## src/rtl/deal_arbiter.sv

```systemverilog
// Card-deal arbiter: round-robin player/dealer grants, LFSR-driven card draw.
// Define DEAL_UNIQUE_CARDS_EN for a no-replacement deck; otherwise cards are drawn with replacement.
`timescale 1ns/1ps
module deal_arbiter #(
   parameter int DECK_SIZE = 52
) (
   input  logic       i_clk,
   input  logic       i_reset,
   input  logic       i_player_req,
   input  logic       i_dealer_req,
   input  logic       i_new_round,
   output logic       o_player_ack,
   output logic       o_dealer_ack,
   output logic [3:0] o_card_rank,
   output logic [1:0] o_card_suit,
   output logic       o_busy,
   output logic [5:0] o_cards_left,
   output logic       o_deck_empty
);

   // state     | meaning
   // S_IDLE    | waiting for a request
   // S_DRAW    | sampling LFSR until an acceptable card appears
   // S_DELIVER | ack pulse for the granted requester
   // S_EMPTY   | deck exhausted, waiting for a new round
   typedef enum logic [1:0] {S_IDLE, S_DRAW, S_DELIVER, S_EMPTY} state_t;

   localparam logic [5:0] DeckCount = 6'(DECK_SIZE);

   state_t      state;
   logic [15:0] lfsr;
   logic [5:0]  idx;
   logic [5:0]  rem;
   logic [1:0]  candSuit;
   logic [3:0]  candRank;
   logic        inRange;
   logic        candValid;
   logic        deckOut;
   logic        drawHit;
   logic        grantDealer;
   logic        lastDealer;

   always_ff @(posedge i_clk or posedge i_reset) begin
      if (i_reset) lfsr <= 16'hACE1;
      else         lfsr <= {lfsr[14:0], lfsr[15] ^ lfsr[13] ^ lfsr[12] ^ lfsr[10]};
   end

   assign idx     = lfsr[5:0];
   assign inRange = idx < DeckCount;

   // Suit/rank split by descending compare-subtract instead of a divider.
   always_comb begin
      candSuit = 2'd0;
      rem      = idx;
      if (idx >= 6'd39) begin
         candSuit = 2'd3;
         rem      = idx - 6'd39;
      end else if (idx >= 6'd26) begin
         candSuit = 2'd2;
         rem      = idx - 6'd26;
      end else if (idx >= 6'd13) begin
         candSuit = 2'd1;
         rem      = idx - 6'd13;
      end
      candRank = 4'(rem) + 4'd1;
   end

   assign drawHit = (state == S_DRAW) && candValid;

`ifdef DEAL_UNIQUE_CARDS_EN
   logic [DECK_SIZE-1:0] used;
   logic [5:0]           cardsLeft;

   always_ff @(posedge i_clk or posedge i_reset) begin
      if (i_reset) begin
         used      <= '0;
         cardsLeft <= DeckCount;
      end else if (i_new_round) begin
         used      <= '0;
         cardsLeft <= DeckCount;
      end else begin
         if (drawHit) used[idx] <= 1'b1;
         if (state == S_DELIVER) cardsLeft <= cardsLeft - 6'd1;
      end
   end

   assign candValid    = inRange && !used[idx];
   assign deckOut      = (cardsLeft == 6'd0);
   assign o_cards_left = cardsLeft;
   assign o_deck_empty = (state == S_EMPTY);
`else
   assign candValid    = inRange;
   assign deckOut      = 1'b0;
   assign o_cards_left = DeckCount;
   assign o_deck_empty = 1'b0;
`endif

   always_ff @(posedge i_clk or posedge i_reset) begin
      if (i_reset) begin
         state        <= S_IDLE;
         o_player_ack <= 1'b0;
         o_dealer_ack <= 1'b0;
         o_card_rank  <= 4'd0;
         o_card_suit  <= 2'd0;
         grantDealer  <= 1'b0;
         lastDealer   <= 1'b0;
      end else begin
         o_player_ack <= 1'b0;
         o_dealer_ack <= 1'b0;
         if (i_new_round) begin
            state <= S_IDLE;
         end else begin
            case (state)
               S_IDLE: begin
                  if (i_player_req || i_dealer_req) begin
                     if (deckOut) begin
                        state <= S_EMPTY;
                     end else begin
                        // Dealer wins a tie only when the player was granted last.
                        grantDealer <= i_dealer_req && (!i_player_req || !lastDealer);
                        lastDealer  <= i_dealer_req && (!i_player_req || !lastDealer);
                        state       <= S_DRAW;
                     end
                  end
               end
               S_DRAW: begin
                  if (drawHit) begin
                     o_card_rank  <= candRank;
                     o_card_suit  <= candSuit;
                     o_player_ack <= !grantDealer;
                     o_dealer_ack <= grantDealer;
                     state        <= S_DELIVER;
                  end
               end
               S_DELIVER: state <= S_IDLE;
               S_EMPTY:   state <= S_EMPTY;
               default:   state <= S_IDLE;
            endcase
         end
      end
   end

   assign o_busy = (state != S_IDLE);

endmodule

```

## config.mk

```make
export PLATFORM = sky130hd
export DESIGN_NAME = deal_arbiter
export DESIGN_NICKNAME = d
export VERILOG_FILES = /design/src/rtl/deal_arbiter.sv
export SDC_FILE = /design/constraint.sdc
export NUM_CORES = 1
export LEC_CHECK = 0
export BUFFER_PORTS_ARGS = -buffer_cell sky130_fd_sc_hd__buf_2
export CORE_UTILIZATION = 45
export CTS_BUF_LIST = sky130_fd_sc_hd__clkbuf_8
export DETAILED_ROUTE_END_ITERATION = 10
export PLACE_DENSITY = 0.67
export SYNTH_ARGS = -nofsm -noshare
export SYNTH_HDL_FRONTEND = slang
export SYNTH_SLANG_ARGS = --single-unit
export TNS_END_PERCENT = 30
```

## constraint.sdc

```tcl
create_clock -name i_clk -period 2.3 [get_ports i_clk]
set_input_delay 0 -clock i_clk [delete_from_list [all_inputs] [get_ports i_clk]]
set_output_delay 0 -clock i_clk [all_outputs]
set_load 0.005 [all_outputs]
```

# == Word-level counts from Yosys, hierarchy flattened ==
# Index checks and enable logic that the tools add are counted.
# word_totals
inputBits,5
elab_cells,51
reg_bits,27
output_inout_bits,16
# classes
muxes,16
bitwise,4
addsub,4
order_cmp,4
eq_ne,5
n_reduce_logical,11
# ops
operator,n
4-bit two-way mux,3
2-bit two-way mux,5
2-bit one-hot mux with 4 select lines,1
4-bit subtractor (second input constant),2
1-bit two-way mux,7
6-bit by 4-bit greater-or-equal comparator with 1-bit output (second input constant),1
6-bit by 5-bit greater-or-equal comparator with 1-bit output (second input constant),1
6-bit greater-or-equal comparator (second input constant),1
6-bit less-than comparator (second input constant),1
3-bit != test (second input constant),2
3-bit AND reduction,2
4-bit by 1-bit adder with 4-bit output (second input constant),1
2-bit equality test (second input constant),2
4-bit by 3-bit subtractor with 4-bit output (second input constant),1
1-bit XOR,3
2-bit by 1-bit equality test with 1-bit output (second input constant),1
1-bit logical AND,2
1-bit logical NOT,2
2-bit logical NOT,1
1-bit logical OR,2
2-bit AND reduction,1
2-bit nonzero test,1
1-bit inverter,1

# == Longest topological paths before layout ==
# logic_depth
depth_word,5
ltp_mapped,11

# == Worst setup path before layout ==
# OpenSTA, ideal clock, no wires.
# synth_path
path_kind,register to register
start,register lfsr[2]
end,register o_card_rank[3]
path_stages_with_launch,10
setup_ns,0.082
path_buffers,1
period_less_slack_ns,2.203
required_ns,2.218
setup_slack_ns,0.097
arrival_time_ns,2.121
path_cell_list,dfrtp_1 -> buf_4 -> inv_1 -> ha_1 -> nand2b_4 -> a31oi_4 -> o41ai_1 -> a2111o_1 -> a211o_1 -> a31oi_1
# synth_via
elab_chain_cells,5
# synth_rtl
item,line,text
"start, declared",31,logic [15:0] lfsr;
"start signal, assigned",45,"else lfsr <= {lfsr[14:0], lfsr[15] ^ lfsr[13] ^ lfsr[12] ^ lfsr[10]};"
6-bit by 4-bit greater-or-equal comparator with 1-bit output or 4-bit subtractor (tied branches),"61, 63",
4-bit two-way mux,61,end else if (idx >= 6'd13) begin
4-bit two-way mux,58,end else if (idx >= 6'd26) begin
4-bit two-way mux,55,if (idx >= 6'd39) begin
4-bit by 1-bit adder with 4-bit output,65,candRank = 4'(rem) + 4'd1;
"end signal, assigned",128,o_card_rank <= candRank;
"end, declared",14,"output logic [3:0] o_card_rank,"
# Parallel ways exist; a longest one is shown, timed or not.
# A chain may end at the register's enable or synchronous reset.

# == Worst setup path after layout ==
# layout_path
start,register lfsr[1]
end,register o_card_rank[3]
# The elaborated chain is that of the path after synthesis.

==> reports/qor.csv <==
stage,metric,value,unit
global_route,grt_remaining_overflow,0,
worst_setup_path,rr_worst_depth,7,
yosys,synth_seq_cells,27,
global_route,use_met3,0.0536,
worst_setup_path,end_kind,flip-flop,
floorplan,io_pins,21,
sta,worstMarginPinSlew,986,ps
global_route,grt_pass1_wl,4280,µm
sta,finalWorstSetupSlack,68.0,ps
yosys,syn_area,1400,µm²
status,status,"finished, final reports clean",
sta,fmax,448,MHz
floorplan,die_w,57.9,µm
yosys,ys_warn_count,0,
sta,slew_viol_final,0,
global_route,antenna_found_initial,0,
route,vias,990,
sta,max_slew_margin,0.342,
place,port-buffer-count,13,
global_route,grt_usage,0.168,
min_path,hold-path-endpoint,grantDealer,
worst_setup_path,cp-start-kind,flip-flop,
global_route,grt_max_degree,27,
route,via_per_inst,5.29,
clocking,clock-root-buffer,clkbuf_8,
route,post_drt_wl_per_cell,13.8,µm
clocking,clkTransAtPathRegs,90,ps
place,gp_congestion,0.802,
min_path,min_path_type,input pin to flip-flop,
route,dr.pass1.iters,4,
worst_setup_path,arrival,2430,ps
yosys,async_flop_share,1.00,
sta,fin_tns_setup,0,ps
global_route,busiest_layer,met2,
worst_setup_path,crit_slowest_cell,dfrtp_2,
yosys,synth_edf_count,0,
clocking,clkLatencyLatePin,270,ps
yosys,ys_seq_area_frac,0.488,
place,post-place-ws,-27.9,ps
min_path,whs_path_depth,3,
floorplan,core,2850,µm²
clocking,h-tree-depth,1,
place,hpwl,1850,µm
worst_setup_path,critical-path-max-stage-delay,450,ps
power,p_leak,0.814,nW
clocking,clock_sinks,27,
power,power_density,535,nW/µm²
sta,fin_skew,5.97,ps
power,ir_worst_vdd,0.471,mV
global_route,met1_usage,0.216,
route,ant_nets,0,
yosys,synth_area_per_cell,10.6,µm²
sta,setup_viol,0,
floorplan,initial_core_util,0.492,
yosys,yosys_most_used_dff,dfrtp_1,
worst_setup_path,r2r_slack,70,ps
route,routed_wl,2590,µm
floorplan,dieArea,3350,µm²
finish,drive_gt1_frac,0.301,
flow_run,max_cap_viol_count,0,
route,drtIter0Drc,31,
route,drc,0,
worst_setup_path,rr_startpoint,lfsr[1],
worst_setup_path,r2r-end,o_card_rank[3],
global_route,grt_pass1_vias,940,
worst_setup_path,required,2500,ps
floorplan,rows,19,
worst_setup_path,crit_fanout,6,
floorplan,die_h,57.9,µm
sta,min_period,2230,ps
min_path,hp-start,i_dealer_req,
power,power,0.874,mW
worst_setup_path,worstPathCellList,ha_2 -> a211o_2 -> mux2i_1 -> a22o_1 -> or3_4 -> a211o_1 -> a31oi_1,
finish,antenna_cells,0,
sta,timing.hold.ws,22.8,ps
clocking,cts_buffers,3,
yosys,synth_cell_types,44,
finish,final_nets,173,
sta,fin_crit_sh,0.970,
finish,final_core_util,0.573,
clocking,cts_tree,done,
yosys,synthCells,132,
sta,finalHoldViolations,0,
worst_setup_path,crit_type,flip-flop to flip-flop,
global_route,grt_use_met2,0.278,
finish,syn2layout_area_growth,16.4,%
finish,fillCellCount,242,
sta,rsz0062_at_grt,yes,
clocking,cts_buffer_depth,2,
==> power breakdown <==
| part | leakage [nW] | internal, mW | switching, mW |
|---|---|---|---|
| sequential | 0.337 | 0.501 | 0.0180 |
| combinational | 0.451 | 0.0436 | 0.0535 |
| clock | 0.0269 | 0.120 | 0.138 |
==> area by class of cell <==
cell class                      instances  area (µm²)  area share
Sequential cell                        27         687       0.420
Multi-Input combinational cell         91         667       0.408
Tap cell                               31        38.8      0.0237
Clock buffer                            3        41.3      0.0253
Clock inverter                          1        3.75     0.00230
Timing Repair Buffer                   25         163      0.0995
Inverter                                9        33.8      0.0207
==> state kept, by name, summed over array words and instances, names as in the netlist <==
register / flops
o_player_ack: 1
o_card_rank: 4
state: 2
grantDealer: 1
o_dealer_ack: 1
o_card_suit: 2
lfsr: 16
==> cells by family after synthesis <==
group / share of synthesized area
xor+xnor: 0.0312
fa+ha+maj: 0.0980
mux: 0.00713
buf+inv: 0.0722
simple gates: 0.123
other cells: 0.00535
flops: 0.488
compound gates: 0.175
==> per-stage QoR <==
step / instance area, µm² / cells
after floorplan: 1420 / 137
after global placement: 1500 / 177
after detailed placement: 1500 / 177
after CTS: 1590 / 184
after global routing: 1630 / 187
final: 1630 / 187
==> cells in the final DEF, fill, tap and decap left out, drive strengths merged, types with 2 or more instances in the layout <==
cell,netlist,layout
buf,8,22
dfrtp,19,19
nand2,15,15
ha,11,11
inv,9,10
nor2,8,8
dfstp,8,8
conb,2,7
a21oi,6,6
o21ai,6,6
nor3,3,3
clkbuf,2,3
dlygate4sd3,0,3
xnor2,3,3
a31oi,3,3
xor2,2,2
o211a,2,2
and2,2,2
nand2b,2,2
a211o,2,2
==> worst max-delay path by stage <==
stage                  from              to  slack [ps]  depth (start not counted)
global placement    lfsr[1]  o_card_rank[3]          60                          8
detailed placement  lfsr[1]  o_card_rank[3]         -30                          8
global route        lfsr[1]  o_card_rank[3]         -40                          7
finish              lfsr[1]  o_card_rank[3]          70                          7
floorplan           lfsr[2]  o_card_rank[3]         100                          9
CTS                 lfsr[0]  o_card_rank[3]          20                          8
==> worst max-delay path: cells and delay by family, from the launching register on <==
| kind | cells | cell delay (ps) |
|---|---|---|
| adder cells (fa/ha/maj) | 1 | 200 |
| flip-flops | 1 | 450 |
| multiplexers | 1 | 130 |
| AO/OA/AOI/OAI | 4 | 1050 |
| AND/OR/NAND/NOR | 1 | 330 |
==> what timing repair did <==
item | CTS | global route
hold endpoints to repair | 22 | 0
buffers inserted | 0 | 3
setup endpoints to repair | 1 | 3
pin swaps | 0 | 4
gates resized for setup | 2 | 5
hold buffers | 3 | 0
==> synthesized netlist by cell type (all sizes together) (3+ instances only) <==
cell / number / share of area
a21oi: 6 / 0.021
a31oi: 3 / 0.024
buf: 8 / 0.043
dfrtp: 19 / 0.34
dfstp: 8 / 0.15
ha: 11 / 0.098
inv: 9 / 0.024
nand2: 15 / 0.042
nor2: 8 / 0.021
nor3: 3 / 0.011
o21ai: 6 / 0.021
xnor2: 3 / 0.019
==> per-layer routing <==
layer | vias up | wire length [µm]
li1 | 488 | -
met1 | 477 | 1200
met2 | 21 | 1260
met3 | 4 | 97
met4 | 0 | 29
met5 | - | 0
Power figures use the tool's default switching activity.
